$ cat config.mk
export PLATFORM = sky130hd
export DESIGN_NAME = pool_unit_flat
export DESIGN_NICKNAME = d
export VERILOG_FILES = /design/src/rtl/pool_unit_if.sv /design/src/rtl/pool_unit.sv /design/src/flat_wrapper.sv
export SDC_FILE = /design/constraint.sdc
export NUM_CORES = 1
export LEC_CHECK = 0
export BUFFER_PORTS_ARGS = -buffer_cell sky130_fd_sc_hd__buf_2
export CELL_PAD_IN_SITES_DETAIL_PLACEMENT = 0
export CELL_PAD_IN_SITES_GLOBAL_PLACEMENT = 1
export CORE_MARGIN = 2
export CORE_UTILIZATION = 45
export CTS_CLUSTER_DIAMETER = 100
export DETAILED_ROUTE_END_ITERATION = 12
export PLACE_DENSITY = 0.76
export SLEW_MARGIN = 15
export SYNTH_ARGS = -nofsm -noshare
export SYNTH_HDL_FRONTEND = slang
export SYNTH_SLANG_ARGS = --single-unit
$ cat constraint.sdc
create_clock -name clk -period 7.34 [get_ports clk]
set_clock_uncertainty 0.15 [all_clocks]
set_input_delay 0.734 -clock clk [delete_from_list [all_inputs] [get_ports clk]]
set_output_delay 0.734 -clock clk [all_outputs]
set_load 0.01 [all_outputs]
$ cat src/rtl/pool_unit_if.sv
// Pixel stream in / pooled result out bundle for pool_unit.
// The slave side is the pooling engine; the master side is the pixel source and result sink.
interface pool_unit_if #(
  parameter int DATA_W = 32
) ();
  logic              ce;
  logic              avg_mode;
  logic [DATA_W-1:0] data_in;
  logic [DATA_W-1:0] data_out;
  logic              valid_op;
  logic              end_op;

  modport master (output ce, avg_mode, data_in, input data_out, valid_op, end_op);
  modport slave  (input ce, avg_mode, data_in, output data_out, valid_op, end_op);
endinterface

$ cat src/rtl/pool_unit.sv
// Streaming non-overlapping POOLxPOOL max/average pooler over a raster pixel stream.
// Per-window partial results for the current window row live in a line buffer of OUT_W entries.
//
// state  | meaning
// IDLE   | no pixel accepted yet this frame; avg_mode is taken live from the bus
// ACTIVE | frame in progress; mode is frozen in mode_q
module pool_unit #(
  parameter int DATA_W    = 32,
  parameter int IMG_W     = 12,
  parameter int IMG_H     = 12,
  parameter int POOL      = 3,
  parameter int AVG_SHIFT = 3
) (
  input  logic       clk,
  input  logic       master_rst,
  pool_unit_if.slave bus
);
  localparam int OUT_W = IMG_W / POOL;
  localparam int OUT_H = IMG_H / POOL;
  localparam int ACC_W = DATA_W + $clog2(POOL * POOL);
  localparam int CW    = $clog2(IMG_W + 1);
  localparam int RW    = $clog2(IMG_H + 1);
  localparam int PW    = $clog2(POOL);
  localparam int OW    = (OUT_W > 1) ? $clog2(OUT_W) : 1;

  localparam logic [CW-1:0] COL_LAST     = CW'(IMG_W - 1);
  localparam logic [CW-1:0] COL_LIM      = CW'(OUT_W * POOL);
  localparam logic [RW-1:0] ROW_LAST     = RW'(IMG_H - 1);
  localparam logic [RW-1:0] ROW_LIM      = RW'(OUT_H * POOL);
  localparam logic [RW-1:0] ROW_WIN_LAST = RW'(OUT_H * POOL - 1);
  localparam logic [PW-1:0] P_LAST       = PW'(POOL - 1);
  localparam logic [OW-1:0] OCOL_LAST    = OW'(OUT_W - 1);
  localparam logic signed [ACC_W-1:0] SAT_MAX = ACC_W'({1'b0, {(DATA_W-1){1'b1}}});
  localparam logic signed [ACC_W-1:0] SAT_MIN = ~SAT_MAX;

  typedef enum logic {IDLE, ACTIVE} state_t;

  state_t                   state, state_nxt;
  logic                     mode_q;
  logic [CW-1:0]            col;
  logic [RW-1:0]            row;
  logic [PW-1:0]            hpos, vpos;
  logic [OW-1:0]            ocol;
  logic signed [ACC_W-1:0]  hacc;
  logic signed [ACC_W-1:0]  lb [OUT_W];
  logic [DATA_W-1:0]        data_out_q;
  logic                     valid_q, end_q;

  logic                     cur_avg, acc_en, frame_last, row_end;
  logic                     win_end, win_done, last_win;
  logic signed [ACC_W-1:0]  din_ext, h, w, shifted, sat_val;
  logic [DATA_W-1:0]        out_val;

  function automatic logic signed [ACC_W-1:0] combine(input logic avg,
                                                      input logic signed [ACC_W-1:0] a,
                                                      input logic signed [ACC_W-1:0] b);
    return avg ? (a + b) : ((a > b) ? a : b);
  endfunction

  always_comb begin
    cur_avg    = (state == IDLE) ? bus.avg_mode : mode_q;
    din_ext    = {{(ACC_W-DATA_W){bus.data_in[DATA_W-1]}}, bus.data_in};
    acc_en     = (col < COL_LIM) && (row < ROW_LIM);
    row_end    = (col == COL_LAST);
    frame_last = row_end && (row == ROW_LAST);
    h          = (hpos == '0) ? din_ext : combine(cur_avg, hacc, din_ext);
    w          = combine(cur_avg, lb[ocol], h);
    shifted    = w >>> AVG_SHIFT;
    if (shifted > SAT_MAX)      sat_val = SAT_MAX;
    else if (shifted < SAT_MIN) sat_val = SAT_MIN;
    else                        sat_val = shifted;
    out_val    = cur_avg ? DATA_W'(sat_val) : DATA_W'(w);
    win_end    = bus.ce && acc_en && (hpos == P_LAST);
    win_done   = win_end && (vpos == P_LAST);
    last_win   = win_done && (row == ROW_WIN_LAST) && (ocol == OCOL_LAST);
  end

  always_comb begin
    state_nxt = state;
    case (state)
      IDLE:    if (bus.ce && !frame_last) state_nxt = ACTIVE;
      ACTIVE:  if (bus.ce && frame_last)  state_nxt = IDLE;
      default: state_nxt = IDLE;
    endcase
  end

  always_ff @(posedge clk or posedge master_rst) begin
    if (master_rst) begin
      state      <= IDLE;
      mode_q     <= 1'b0;
      col        <= '0;
      row        <= '0;
      hpos       <= '0;
      vpos       <= '0;
      ocol       <= '0;
      hacc       <= '0;
      data_out_q <= '0;
      valid_q    <= 1'b0;
      end_q      <= 1'b0;
    end else begin
      state   <= state_nxt;
      valid_q <= 1'b0;
      end_q   <= 1'b0;
      if (bus.ce) begin
        if (state == IDLE) mode_q <= bus.avg_mode;
        if (acc_en) hacc <= h;
        // Trailing columns/rows still step the counters so the raster position stays exact.
        if (row_end) begin
          col  <= '0;
          hpos <= '0;
          ocol <= '0;
          if (row == ROW_LAST) begin
            row  <= '0;
            vpos <= '0;
          end else begin
            row  <= row + 1'b1;
            vpos <= (vpos == P_LAST) ? '0 : vpos + 1'b1;
          end
        end else begin
          col  <= col + 1'b1;
          hpos <= (hpos == P_LAST) ? '0 : hpos + 1'b1;
          if (win_end) ocol <= (ocol == OCOL_LAST) ? '0 : ocol + 1'b1;
        end
      end
      if (win_done) begin
        data_out_q <= out_val;
        valid_q    <= 1'b1;
        end_q      <= last_win;
      end
    end
  end

  // Every window row starts with vpos=0, which overwrites the entry, so no reset is needed.
  always_ff @(posedge clk) begin
    if (win_end && (vpos != P_LAST)) lb[ocol] <= (vpos == '0) ? h : w;
  end

  assign bus.data_out = data_out_q;
  assign bus.valid_op = valid_q;
  assign bus.end_op   = end_q;
endmodule

$ cat src/flat_wrapper.sv
// flat-port wrapper written by rule: the top's interface ports become plain ports
module pool_unit_flat 
#(
  parameter int DATA_W    = 32,
  parameter int IMG_W     = 12,
  parameter int IMG_H     = 12,
  parameter int POOL      = 3,
  parameter int AVG_SHIFT = 3
)
  (clk, master_rst, bus_ce, bus_avg_mode, bus_data_in, bus_data_out, bus_valid_op, bus_end_op);
  pool_unit_if #(.DATA_W(DATA_W)) bus_i ();
  input  logic clk;
  input  logic master_rst;
  input wire logic [$bits(bus_i.ce)-1:0] bus_ce;
  input wire logic [$bits(bus_i.avg_mode)-1:0] bus_avg_mode;
  input wire logic [$bits(bus_i.data_in)-1:0] bus_data_in;
  output wire logic [$bits(bus_i.data_out)-1:0] bus_data_out;
  output wire logic [$bits(bus_i.valid_op)-1:0] bus_valid_op;
  output wire logic [$bits(bus_i.end_op)-1:0] bus_end_op;
  assign bus_i.ce = bus_ce;
  assign bus_i.avg_mode = bus_avg_mode;
  assign bus_i.data_in = bus_data_in;
  assign bus_data_out = bus_i.data_out;
  assign bus_valid_op = bus_i.valid_op;
  assign bus_end_op = bus_i.end_op;
  pool_unit #(.DATA_W(DATA_W), .IMG_W(IMG_W), .IMG_H(IMG_H), .POOL(POOL), .AVG_SHIFT(AVG_SHIFT)) u_core (.clk(clk), .master_rst(master_rst), .bus(bus_i));
endmodule
# Word level (Yosys, flattened, before mapping)
# Memory sizes are Yosys's and may differ from the RTL's.
# Cells that the tools add are included.
op_classes:
  n_bitwise: 1
  muxes: 26
  n_lt_le_gt_ge: 6
  mul: 0
  eq_ne: 6
  reduce_logical: 17
  n_addsub: 7
  shift: 0
  n_div: 0
op_table:
  columns: ["operator", "n"]
  rows:
  - ["36-bit two-way mux", 6]
  - ["32-bit two-way mux", 3]
  - ["36-bit by 32-bit adder with 36-bit output", 1]
  - ["36-bit adder", 1]
  - ["36-bit by 32-bit greater-than comparator with 1-bit output", 1]
  - ["36-bit greater-than comparator", 1]
  - ["33-bit by 32-bit greater-than comparator with 1-bit output, second input constant", 1]
  - ["33-bit by 32-bit < comparator with 1-bit output, second input constant", 1]
  - ["2-bit two-way mux", 7]
  - ["1-bit logical AND", 10]
  - ["4-bit by 1-bit adder with 4-bit output, second input constant", 2]
  - ["4-bit == test, second input constant", 2]
  - ["4-bit < comparator, second input constant", 2]
  - ["4-bit two-way mux", 2]
  - ["1-bit two-way mux", 7]
  - ["2-bit by 1-bit adder with 2-bit output, second input constant", 3]
  - ["2-bit == test, second input constant", 3]
  - ["2-bit AND reduction", 3]
  - ["2-bit logical NOT", 2]
  - ["2-bit inequality test, second input constant", 1]
  - ["1-bit one-hot mux with 2 select lines", 1]
  - ["2-bit nonzero test", 1]
  - ["1-bit logical NOT", 1]
  - ["1-bit NOT", 1]
word_totals:
  wordCells: 75
  inputBits: 36
  latch_bits: 0
  romBits: 0
  ram_bits: 144
  register_bits: 86
  output_inout_bits: 34
  memories: 1
memory_table:
  columns: ["memory", "words", "width", "rd", "rd_clocked_by_memory_dff", "write_ports", "line_no", "text"]
  rows:
  - ["u_core.lb", 4, 36, 1, 0, 1, "pool_unit.sv:45", "logic signed [ACC_W-1:0] lb [OUT_W];"]

# Depth between registers and ports, before layout
# Gate-level depths: netlist of run 1.
depth:
  depth_word: 11
  mapped_depth: 30
  depth_no_buf: 27

# Worst setup path before layout of run 1
# Ideal clock, no wire load.
synth_path:
  kind: "input port to flip-flop"
  from: "in bus_data_in[0]"
  to: "mem u_core.lb[0][20] in the netlist's numbering (data pin)"
  stages: 27
  n_path_buf: 2
  path_slack_ps: 760
  setup_ps: 303
  arrival_ps: 6127
  t_required_ps: 6887
  path_cell_list: "ha_1 -> inv_1 -> fa_1 -> o21ba_2 -> a2111oi_2 -> o21a_1 -> a31oi_1 -> or3_1 -> o21ai_1 -> a21oi_1 -> o21ai_0 -> a21oi_1 -> xnor2_1 -> a21o_1 -> ha_1 -> and4_1 -> nand4_1 -> nor3_1 -> nand2_1 -> o31a_1 -> o211a_1 -> mux2i_1 -> clkbuf_1 -> clkbuf_1 -> o21ai_0 -> o211ai_1 -> o21ai_0"
synth_via:
  elab_chain_len: 8
  word_cells_on_any_way: 10
  cone_classes: "add/sub (2); order compare (2); mux (6)"
synth_rtl:
  columns: ["element", "line_no", "text"]
  rows:
  - ["start: declaration", "flat_wrapper.sv:16", "input wire logic [$bits(bus_i.data_in)-1:0] bus_data_in;"]
  - ["36-bit by 32-bit greater-than comparator with 1-bit output", "pool_unit.sv:57", "return avg ? (a + b) : ((a > b) ? a : b);"]
  - ["36-bit two-way mux (2 in series)", "pool_unit.sv:57", null]
  - ["36-bit two-way mux (*)", "pool_unit.sv:66", "h = (hpos == '0) ? din_ext : combine(cur_avg, hacc, din_ext);"]
  - ["36-bit greater-than comparator", "pool_unit.sv:57", null]
  - ["36-bit two-way mux (2 in series)", "pool_unit.sv:57", null]
  - ["36-bit two-way mux (*)", "pool_unit.sv:135", "if (win_end && (vpos != P_LAST)) lb[ocol] <= (vpos == '0) ? h : w;"]
  - ["end: declaration", "pool_unit.sv:45", null]
# Mark *: on every way between the ends. The rest lies on a longest branch, timed or not.

# Worst setup path after layout of run 1
layout_path:
  from: "reg u_core.hacc[0]"
  to: "mem u_core.lb[1][30] in the netlist's numbering (data pin)"
layout_via:
  elab_chain_len: 8
  word_cells_on_any_way: 10
  cone_classes: "add/sub (2); order compare (2); mux (6)"
layout_rtl:
  columns: ["element", "line_no", "text"]
  rows:
  - ["start: declaration", "pool_unit.sv:44", "logic signed [ACC_W-1:0] hacc;"]
  - ["start signal: assignment", "pool_unit.sv:106", "if (acc_en) hacc <= h;"]
  - ["36-bit by 32-bit greater-than comparator with 1-bit output", "pool_unit.sv:57", null]
  - ["36-bit two-way mux", "pool_unit.sv:57", null]
  - ["36-bit two-way mux (*)", "pool_unit.sv:57", null]
  - ["36-bit two-way mux (*)", "pool_unit.sv:66", null]
  - ["36-bit greater-than comparator", "pool_unit.sv:57", null]
  - ["36-bit two-way mux (2 in series)", "pool_unit.sv:57", null]
  - ["36-bit two-way mux (*)", "pool_unit.sv:135", null]
# Marked as above.

==> results of run 1 <==
==> routing by layer <==
| layer | vias up | wire [um] |
|---|---|---|
| li1 | 6274 | - |
| met1 | 6488 | 22800 |
| met2 | 434 | 22700 |
| met3 | 77 | 2850 |
| met4 | 2 | 1200 |
| met5 | - | 13 |
==> state kept, by name, summed over array words and instances, names as in the netlist, 2 cells and up, named ones only <==
register,cells
u_core.lb,144
u_core.row,4
u_core.bus.data_out,32
u_core.hpos,2
u_core.vpos,2
u_core.ocol,2
u_core.hacc,36
u_core.col,4
==> per-stage QoR <==
| stage | std cells | area, um2 |
|---|---|---|
| 6_report | 2219 | 18400 |
| 5_1_grt | 2219 | 18400 |
| 4_1_cts | 2219 | 18400 |
| 3_5_place_dp | 2173 | 17500 |
| 3_3_place_gp | 2173 | 17500 |
| 2_1_floorplan | 1649 | 16300 |
==> critical path: cells and delay by family, from the launching register on <==
kind / cells / cell delay (ns)
AND/OR/NAND/NOR: 5 / 1.15
multiplexers: 1 / 0.30
XOR/XNOR: 1 / 0.13
flip-flops: 1 / 0.40
buffers and inverters: 2 / 0.29
AO/OA/AOI/OAI: 15 / 3.22
adder cells (fa/ha/maj): 3 / 0.99
==> repair_timing <==
| action | 4_1_cts | 5_1_grt |
|---|---|---|
| gates resized for setup | 0 | 6 |
| hold buffers | 1 | 0 |
| hold endpoints to repair | 15 | 0 |
| setup endpoints to repair | 0 | 17 |
==> Yosys cell counts, drive strengths merged (27+ instances only) <==
cell / number
inv: 141
ha: 148
o22ai: 27
o21ai: 134
nor2: 104
nor3: 31
nand3: 28
dfrtp: 86
edfxtp: 144
nand2: 137
clkbuf: 51
o211ai: 27
a21o: 27
a21oi: 115
buf: 29
mux4: 36
xnor2: 57
==> final cells by class <==
| type | count | area (um2) |
|---|---|---|
| multi-input cells | 1198 | 8970 |
| fillers | 3253 | 17200 |
| well taps | 461 | 577 |
| repair buffers | 144 | 986 |
| clock inverters | 17 | 220 |
| clock buffers | 28 | 637 |
| flip-flops and latches | 230 | 6480 |
| inverters | 141 | 532 |
==> cells by family (layout without fill, tap and decap cells) <==
logic type | after synthesis | count (layout) | share of synthesized area [%]
and+or+nand+nor | 425 | 425 | 12.6
DFF | 230 | 230 | 39.8
adders and majority gates | 151 | 151 | 11.7
AOI/OAI and AO/OA | 495 | 495 | 20.3
buffers and inverters | 221 | 330 | 5.40
xor gates and xnor gates | 64 | 64 | 3.44
muxes | 63 | 63 | 6.74
==> worst max path at each step <==
stage	slack, ns	depth (start not counted)	startpoint	endpoint
after floorplan	0.76	27	bus_data_in[0]	u_core.lb[0][20]
after global placement	0.19	28	bus_data_in[0]	u_core.lb[0][4]
after detailed placement	0.04	27	bus_data_in[0]	u_core.lb[0][25]
after CTS	0.47	26	u_core.hacc[0]	u_core.lb[0][25]
after global routing	0.02	27	u_core.hacc[0]	u_core.lb[2][30]
final	0.49	27	u_core.hacc[0]	u_core.lb[1][30]
==> run summary, run 1 <==
Hold Path Stages - 2
period utilization - 93.3%
clk slew on worst S/H paths - 0.06 ns
FMAX - 146 MHz
Detail Placement HPWL - 36.9 mm
# IOs - 70
post-route antenna net violation count - 0
Initial DRT Pass Iterations - 6
GRT overflow - 0
FF-to-FF path depth - 27
Tmin final - 6.85 ns
die area - 37,700 um2
sequential share of the synthesized area - 39.8%
Synth Cell Area - 16,300 um2
met3 usage - 3.27%
Async SR Flop Fraction - 37.4%
total track usage - 25.9%
Hold Path Class - reg2reg
DR iter-0 viols - 1,278
Worst Max-Slew Pin Slew - 1.16 ns
relative slew slack - 22.4%
setup TNS - 0 ns
Bufs on Longest Clock Path - 3
post-synth top area share - 26.6%
met2 GRT Util - 41.6%
nets@finish - 1,926
Rows - 69
dominant cells by area after synthesis - edfxtp_1 27%, dfrtp_1 13%, ha_1 11%
WP data required - 7.50 ns
vias in the first global route - 12,949
number of synthesized flops with an enable pin - 144
Setup violations, final - 0
Initial Utilization - 45.8%
routed len/inst - 22.3 um
CP max stage delay - 0.41 ns
initial antenna violation count - 1
Arr. time, crit path - 7.01 ns
Routability Congestion - 0.936
worst slack, placed - 0.0355 ns
clock buffer count from CTS - 25
core area - 35,600 um2
Yosys top cell by area - edfxtp_1
final core utilization - 51.7%
H-tree Lvls - 1
Crit Reg-Reg Endpoint - u_core.lb[1][30]
Post-Route WL - 49.5 mm
IO Port Bufs - 69
Hold Crit Endpoint - u_core.hacc[22]
Slowest-stage cell, CP - fa_1
Avg Cell Area, Syn - 9.87 um2
worst-skew pair later-pin latency - 0.54 ns
Fin Hold WS - 0.388 ns
commonest non-fill, non-tap cell in the layout - ha_1
register bit total from synthesis - 230
R2R Path Start - u_core.hacc[0]
Area Overhead vs Synth - 13.1%
r2r setup slk - 0.49 ns
Top cell by count, worst path - o21ai_0
CTS root buf - clkbuf_16
GRT Max-Usage Layer - met2
CP Capture Type - flip-flop
Slew Viols, Final - 0
Final Worst Setup Slack - 0.492 ns
max-cap violations - 0
RSZ-0062 raised after global routing - no
die span in x - 194 um
Gate Count Post-Synth - 1,649
CP Launch Type - flip-flop
routed vias/inst - 5.98
commonest non-fill, non-tap cells in the layout - 148 x ha_1, 144 x edfxtp_1, 136 x nand2_1, 136 x inv_1, 118 x o21ai_0
Final Hold Viols - 0
Net Count, Synth - 1,835
outcome - finished, final reports clean
synth warn - 0
DR vias - 13,275
critical path class - reg2reg
Synth cell types - 90
CP max FO - 31
fraction of layout cells with a size suffix above 1 - 16.0%
setup repair bufs after CTS - 0
met1 usage - 37.0%
CTS Sinks - 230
HP Start - u_core.hacc[22]
top_reg_cell synth - edfxtp_1
drc violations - 0
# diodes - 0
CTS tree - yes
first-pass GRT wire length - 76.4 mm
Die Ht - 194 um
largest net degree at the start of global routing - 72
Power of run 1 is left out: the tool's default activity adds up to more than one toggle a clock period on the data nets, which glitch-free logic cannot reach.
==> run 2, diff against run 1 <==
--- a/config.mk
+++ b/config.mk
@@ -5,6 +5,7 @@
 export SDC_FILE = /design/constraint.sdc
 export NUM_CORES = 1
 export LEC_CHECK = 0
+export ABC_AREA = 1
 export BUFFER_PORTS_ARGS = -buffer_cell sky130_fd_sc_hd__buf_2
 export CELL_PAD_IN_SITES_DETAIL_PLACEMENT = 0
 export CELL_PAD_IN_SITES_GLOBAL_PLACEMENT = 1
@@ -12,7 +13,7 @@
 export CORE_UTILIZATION = 45
 export CTS_CLUSTER_DIAMETER = 100
 export DETAILED_ROUTE_END_ITERATION = 12
-export PLACE_DENSITY = 0.76
+export PLACE_DENSITY = 0.81
 export SLEW_MARGIN = 15
 export SYNTH_ARGS = -nofsm -noshare
 export SYNTH_HDL_FRONTEND = slang
==> run summary, run 2 <==
Slowest-stage cell, CP - o31ai_1 (was fa_1)
Slew Viols, Final - 0 (unchanged)
dominant cells by area after synthesis - edfxtp_1 25%, dfrtp_1 12%, nand2_1 11% (was edfxtp_1 27%, dfrtp_1 13%, ha_1 11%)
first-pass GRT wire length - 93.1 mm (was 76.4 mm)
max-cap violations - 0 (unchanged)
nets@finish - 2,662 (was 1,926)
Placed Area - 18,500 um2 (was 17,500 um2)
Post-Route WL - 60.2 mm (was 49.5 mm)
post-synth top area share - 24.6% (was 26.6%)
Final Hold Viols - 0 (unchanged)
Top cell by count, worst path - o21ai_0 (unchanged)
critical path, cell by cell - ha_1 > nand2_1 > nor2_1 > nand3_1 > nor2_2 > nand2_1 > nor2_1 > nor2_1 > nand3_2 > nand3_4 > buf_4 > o211ai_1 > nand3_1 > o21ai_1 > ha_1 > o31ai_1 > a21oi_1 > o21ai_0 > a21oi_1 > o21ai_0 > a21oi_1 > o21ai_0 > nand2_1 > o21ai_0
clk slew on worst S/H paths - 0.06 ns (about the same)
synth warn - 0 (unchanged)
Bufs on Longest Clock Path - 3 (unchanged)
Filler Cell Count - 3,931 (was 3,253)
# diodes - 0 (unchanged)
period utilization - 91.7% (was 93.3%)
DR vias - 16,922 (was 13,275)
routed vias/inst - 5.61 (was 5.98)
Rows - 72 (was 69)
most frequent cell after synthesis - nand2_1 (was ha_1)
Die Ht - 202 um (was 194 um)
vias in the first global route - 15,961 (was 12,949)
final core utilization - 50.3% (was 51.7%)
Buffers & Inverters on Critical Path - 1 (was 2)
Routability Congestion - 0.977 (was 0.936)
IO Port Bufs - 69 (unchanged)
top_reg_cell synth - edfxtp_1 (unchanged)
# IOs - 70 (unchanged)
setup TNS - 0 ns (unchanged)
register bit total from synthesis - 230 (unchanged)
DR iter-0 viols - 1,352 (was 1,278)
Yosys top cell by area - edfxtp_1 (unchanged)
worst-skew pair later-pin latency - 0.57 ns (was 0.54 ns)
commonest non-fill, non-tap cell in the layout - nand2_1 (was ha_1)
Avg Cell Area, Syn - 7.22 um2 (was 9.87 um2)
H-tree Lvls - 1 (unchanged)
Biggest register - u_core.lb (unchanged)
Gate Count Post-Synth - 2,430 (was 1,649)
CTS tree - yes (unchanged)
RSZ-0062 raised after global routing - no (unchanged)
fraction of layout cells with a size suffix above 1 - 6.97% (was 16.0%)
Net Count, Synth - 2,616 (was 1,835)
core area - 38,600 um2 (was 35,600 um2)
hold buffer count at CTS - 0 (was 1)
Area Overhead vs Synth - 10.6% (was 13.1%)
Initial Utilization - 45.5% (was 45.8%)
GRT overflow - 0 (unchanged)
max FFs per register - 144 (unchanged)
drc violations - 0 (unchanged)
FMAX - 149 MHz (was 146 MHz)
Post-synth top cells - 532 x nand2_1, 302 x inv_1, 265 x nor2_1, 265 x o21ai_0, 264 x a21oi_1 (was 148 x ha_1, 144 x edfxtp_1, 137 x inv_1, 137 x nand2_1, 124 x o21ai_0)
CTS Sinks - 230 (unchanged)
routed len/inst - 20.0 um (was 22.3 um)
post-route antenna net violation count - 0 (unchanged)
Synth cell types - 46 (was 90)
critical path class - reg2reg (unchanged)
initial antenna violation count - 0 (was 1)
relative slew slack - 19.2% (was 22.4%)
Hold Path Class - in2async (was reg2reg)
WP data required - 7.49 ns (was 7.50 ns)
Arr. time, crit path - 6.89 ns (was 7.01 ns)
largest net degree at the start of global routing - 75 (was 72)
Fin Hold WS - 0.0797 ns (was 0.388 ns)
Async SR Flop Fraction - 37.4% (unchanged)
CP max FO - 52 (was 31)
total track usage - 29.4% (was 25.9%)
post-route cell area - 19,400 um2 (was 18,400 um2)
CP delay by family, top - compound AO/OA/AOI/OAI gates (unchanged)
clock buffer count from CTS - 26 (was 25)
sequential share of the synthesized area - 36.9% (was 39.8%)
setup repair bufs after CTS - 0 (unchanged)
CP max stage delay - 0.58 ns (was 0.41 ns)
CTS root buf - clkbuf_16 (unchanged)
die span in x - 202 um (was 194 um)
number of synthesized flops with an enable pin - 144 (unchanged)
CP Capture Type - flip-flop (unchanged)
Setup violations, final - 0 (unchanged)
commonest non-fill, non-tap cells in the layout - 532 x nand2_1, 299 x inv_1, 264 x o21ai_0, 264 x a21oi_1, 259 x nor2_1 (was 148 x ha_1, 144 x edfxtp_1, 136 x nand2_1, 136 x inv_1, 118 x o21ai_0)
Tmin final - 6.73 ns (was 6.85 ns)
Detail Placement HPWL - 45.4 mm (was 36.9 mm)
Synth Cell Area - 17,600 um2 (was 16,300 um2)
# resized after CTS - 0 (unchanged)
CP Launch Type - flip-flop (unchanged)
outcome - finished, final reports clean (unchanged)
Initial DRT Pass Iterations - 5 (was 6)
Worst Max-Slew Pin Slew - 1.20 ns (was 1.16 ns)
die area - 40,600 um2 (was 37,700 um2)
[run 2: changes by cell type after synthesis, moves of 14 or more]
cell     previous run  this run
nand2_1           137       532
inv_1             137       302
nor2_1            104       265
a21oi_1           113       264
o21ai_0           124       265
nand3_1            28       109
xnor2_1            57         1
mux4_2             36         0
a21o_1             27         6
nor2b_1            19         0
mux2i_1            17         0
and3_1             14         0
o21ai_1             9        23
[run 2: path summary, 6_finish.rpt]
| kind | startpoint | end | slack (ns) | depth (start not counted) |
|---|---|---|---|---|
| max | u_core.hacc[27] | u_core.lb[3][23] | 0.61 | 24 |
| min | master_rst | u_core.col[1] | 0.08 | 2 |
| max reg2reg | u_core.hacc[27] | u_core.lb[3][23] | 0.61 | 24 |
| min reg2reg | u_core.bus.data_out[28] | u_core.bus.data_out[28] | 0.33 | 2 |
| max in group asynchronous | master_rst | u_core.bus.data_out[19] | 5.79 | 3 |
| min in group clk | bus_ce | u_core.col[1] | 0.31 | 3 |
[run 2: final cells by class]
type                    count  area [um2]  area share [%]
flip-flops and latches    230        6480            33.4
repair buffers            106         636            3.27
inverters                 306        1150            5.93
well taps                 518         648            3.34
multi-input cells        1806        9630            49.6
clock buffers              32         683            3.52
clock inverters            16         179           0.922
[run 2: cell families after synthesis]
| kind of cell | after synthesis | synth area share [%] |
|---|---|---|
| compound gates | 662 | 20.2 |
| xor+xnor | 16 | 0.798 |
| simple gates | 978 | 22.7 |
| flops | 230 | 36.9 |
| buf+inv | 394 | 8.59 |
| fa+ha+maj | 150 | 10.8 |
[run 2: through the flow]
stage          instances  setup slack, ns
2_1_floorplan       2430             2.01
4_1_cts             3014            0.810
3_5_place_dp        2966            0.285
3_3_place_gp        2966            0.376
6_report            3014            0.608
5_1_grt             3014           0.0872
[run 2: routing by layer]
metal,global-route usage (%),routed length [um],vias up
met5,0,0,-
met4,7.38,1610,0
met3,2.92,3110,67
met2,48.5,27500,506
met1,41.6,28000,8106
li1,-,-,8243
Power of run 2 is left out for the same reason.
==> run 3, diff against run 2 <==
--- a/config.mk
+++ b/config.mk
@@ -5,7 +5,6 @@
 export SDC_FILE = /design/constraint.sdc
 export NUM_CORES = 1
 export LEC_CHECK = 0
-export ABC_AREA = 1
 export BUFFER_PORTS_ARGS = -buffer_cell sky130_fd_sc_hd__buf_2
 export CELL_PAD_IN_SITES_DETAIL_PLACEMENT = 0
 export CELL_PAD_IN_SITES_GLOBAL_PLACEMENT = 1
@@ -13,7 +12,7 @@
 export CORE_UTILIZATION = 45
 export CTS_CLUSTER_DIAMETER = 100
 export DETAILED_ROUTE_END_ITERATION = 12
-export PLACE_DENSITY = 0.81
+export PLACE_DENSITY = 0.76
 export SLEW_MARGIN = 15
 export SYNTH_ARGS = -nofsm -noshare
 export SYNTH_HDL_FRONTEND = slang
==> constraint.sdc (replaced) <==
create_clock -name clk -period 7.5 [get_ports clk]
set_clock_uncertainty 0.15 [all_clocks]
set_input_delay 0.75 -clock clk [delete_from_list [all_inputs] [get_ports clk]]
set_output_delay 0.75 -clock clk [all_outputs]
set_load 0.01 [all_outputs]
==> run summary, run 3 (synthesis gave the netlist of run 1 again) <==
outcome - finished, final reports clean (unchanged)
Placed Area - 17,600 um2 (was 18,500 um2)
Worst Max-Slew Pin Slew - 1.16 ns (was 1.20 ns)
Slew Viols, Final - 0 (unchanged)
Biggest register - u_core.lb (unchanged)
Detail Placement HPWL - 37.0 mm (was 45.4 mm)
r2r setup slk - 0.41 ns (was 0.61 ns)
Crit. Startpoint - u_core.hacc[0] (was u_core.hacc[27])
# diodes - 0 (unchanged)
fraction of layout cells with a size suffix above 1 - 16.5% (was 6.97%)
Final Worst Setup Slack - 0.410 ns (was 0.608 ns)
total track usage - 25.9% (was 29.4%)
commonest non-fill, non-tap cells in the layout - 148 x ha_1, 144 x edfxtp_1, 136 x nand2_1, 136 x inv_1, 117 x o21ai_0 (was 532 x nand2_1, 299 x inv_1, 264 x o21ai_0, 264 x a21oi_1, 259 x nor2_1)
CP Capture Type - flip-flop (unchanged)
period utilization - 94.5% (was 91.7%)
clock buffer count from CTS - 25 (was 26)
GRT overflow - 0 (unchanged)
H-tree Lvls - 1 (unchanged)
DR iter-0 viols - 1,204 (was 1,352)
worst-skew pair later-pin latency - 0.54 ns (was 0.57 ns)
# IOs - 70 (unchanged)
Fin Hold WS - 0.136 ns (was 0.0797 ns)
largest net degree at the start of global routing - 72 (was 75)
Filler Cell Count - 3,270 (was 3,931)
relative slew slack - 22.8% (was 19.2%)
nets@finish - 1,935 (was 2,662)
Final Hold Viols - 0 (unchanged)
CTS root buf - clkbuf_16 (unchanged)
Routability Congestion - 0.948 (was 0.977)
Arr. time, crit path - 7.20 ns (was 6.89 ns)
worst slack, placed - -0.170 ns (was 0.285 ns)
clk slew on worst S/H paths - 0.06 ns (about the same)
core area - 35,600 um2 (was 38,600 um2)
register area - 6480 um2 (about the same)
CTS tree - yes (unchanged)
Setup violations, final - 0 (unchanged)
CTS Sinks - 230 (unchanged)
routed len/inst - 22.2 um (was 20.0 um)
first-pass GRT wire length - 76.8 mm (was 93.1 mm)
Rows - 69 (was 72)
max FFs per register - 144 (unchanged)
die span in x - 194 um (was 202 um)
post-route antenna net violation count - 0 (unchanged)
max-cap violations - 0 (unchanged)
final core utilization - 51.7% (was 50.3%)
WP data required - 7.61 ns (was 7.49 ns)
Post-Route WL - 49.5 mm (was 60.2 mm)
commonest non-fill, non-tap cell in the layout - ha_1 (was nand2_1)
CP Launch Type - flip-flop (unchanged)
post-route cell area - 18,400 um2 (was 19,400 um2)
Bufs on Longest Clock Path - 3 (unchanged)
FMAX - 141 MHz (was 149 MHz)
CP max FO - 7 (was 52)
critical path class - reg2reg (unchanged)
Tmin final - 7.09 ns (was 6.73 ns)
Hold Path Class - in2async (unchanged)
IO Port Bufs - 69 (unchanged)
vias in the first global route - 12,860 (was 15,961)
R2R Path Start - u_core.hacc[0] (was u_core.hacc[27])
drc violations - 0 (unchanged)
setup repair bufs after CTS - 0 (unchanged)
DR vias - 13,269 (was 16,922)
die area - 37,700 um2 (was 40,600 um2)
Initial DRT Pass Iterations - 6 (was 5)
area of the multi-input gates - 8990 um2 (was 9630 um2)
Die Ht - 194 um (was 202 um)
initial antenna violation count - 0 (unchanged)
RSZ-0062 raised after global routing - no (unchanged)
routed vias/inst - 5.96 (was 5.61)
Initial Utilization - 45.8% (was 45.5%)
Area Overhead vs Synth - 13.0% (was 10.6%)
[run 3: cell count changes in the layout (fill, tap and decap cells not counted), moves of 12 or more]
cell      before  now
a21o_1         6   27
a21oi_1      264  113
buf_4         36   81
inv_1        299  136
mux2i_1        0   15
mux4_2         0   36
nand2_1      532  136
nand2b_1       0   13
nand3_1      109   28
nor2_1       259  103
nor2b_1        0   19
nor4_1         4   16
o21ai_0      264  117
xnor2_1        1   57
[run 3: area by class of cell]
cell class / count / share of cell area (%)
Inverter: 141 / 2.89
Tap cell: 461 / 3.13
Clock buffer: 28 / 3.46
Multi-Input combinational cell: 1198 / 48.9
Sequential cell: 230 / 35.2
Clock inverter: 17 / 0.904
Timing Repair Buffer: 153 / 5.51
[run 3: timing repair]
action,4_1_cts,5_1_grt
endpoints found under the setup margin,0,110
gates resized for setup,0,12
hold buffers,0,0
[run 3: final timing paths]
check / endpoint / cells past startpoint
max: u_core.lb[0][25] / 27
min: u_core.col[0] / 2
max reg2reg: u_core.lb[0][25] / 27
min reg2reg: u_core.hacc[35] / 2
max in group asynchronous: u_core.bus.data_out[21] / 3
min in group clk: u_core.hacc[35] / 2
[run 3: worst max-delay path, stage by stage, from the launching register on]
cell	delay, ns
dfrtp_1	0.40
ha_1	0.18
inv_1	0.05
fa_1	0.40
o21ba_2	0.23
a2111oi_2	0.42
o21a_1	0.24
a31oi_1	0.17
or3_1	0.41
o21ai_4	0.23
a21oi_1	0.13
o21ai_0	0.23
a21oi_1	0.12
xnor2_1	0.14
a21o_1	0.23
ha_1	0.40
and4_1	0.27
nand4_1	0.20
nor3_2	0.27
nand2_1	0.15
o31a_1	0.27
o211a_1	0.17
mux2i_4	0.23
inv_1	0.42
nand2_1	0.11
a21oi_1	0.25
a211oi_1	0.08
a21o_1	0.24
[run 3: stage by stage]
| step | TNS (ns) | std cells |
|---|---|---|
| floorplan | 0 | 1649 |
| global placement | -4.11 | 2183 |
| detailed placement | -4.61 | 2183 |
| CTS | 0 | 2228 |
| global route | 0 | 2228 |
| finish | 0 | 2228 |
[run 3: routing by layer]
layer / global-route usage, % / vias up / wire [um]
li1: - / 6284 / -
met1: 38.3 / 6541 / 23200
met2: 41.6 / 396 / 22500
met3: 2.64 / 48 / 2960
met4: 4.49 / 0 / 871
met5: 0 / - / 0
Power of run 3 is left out for the same reason.
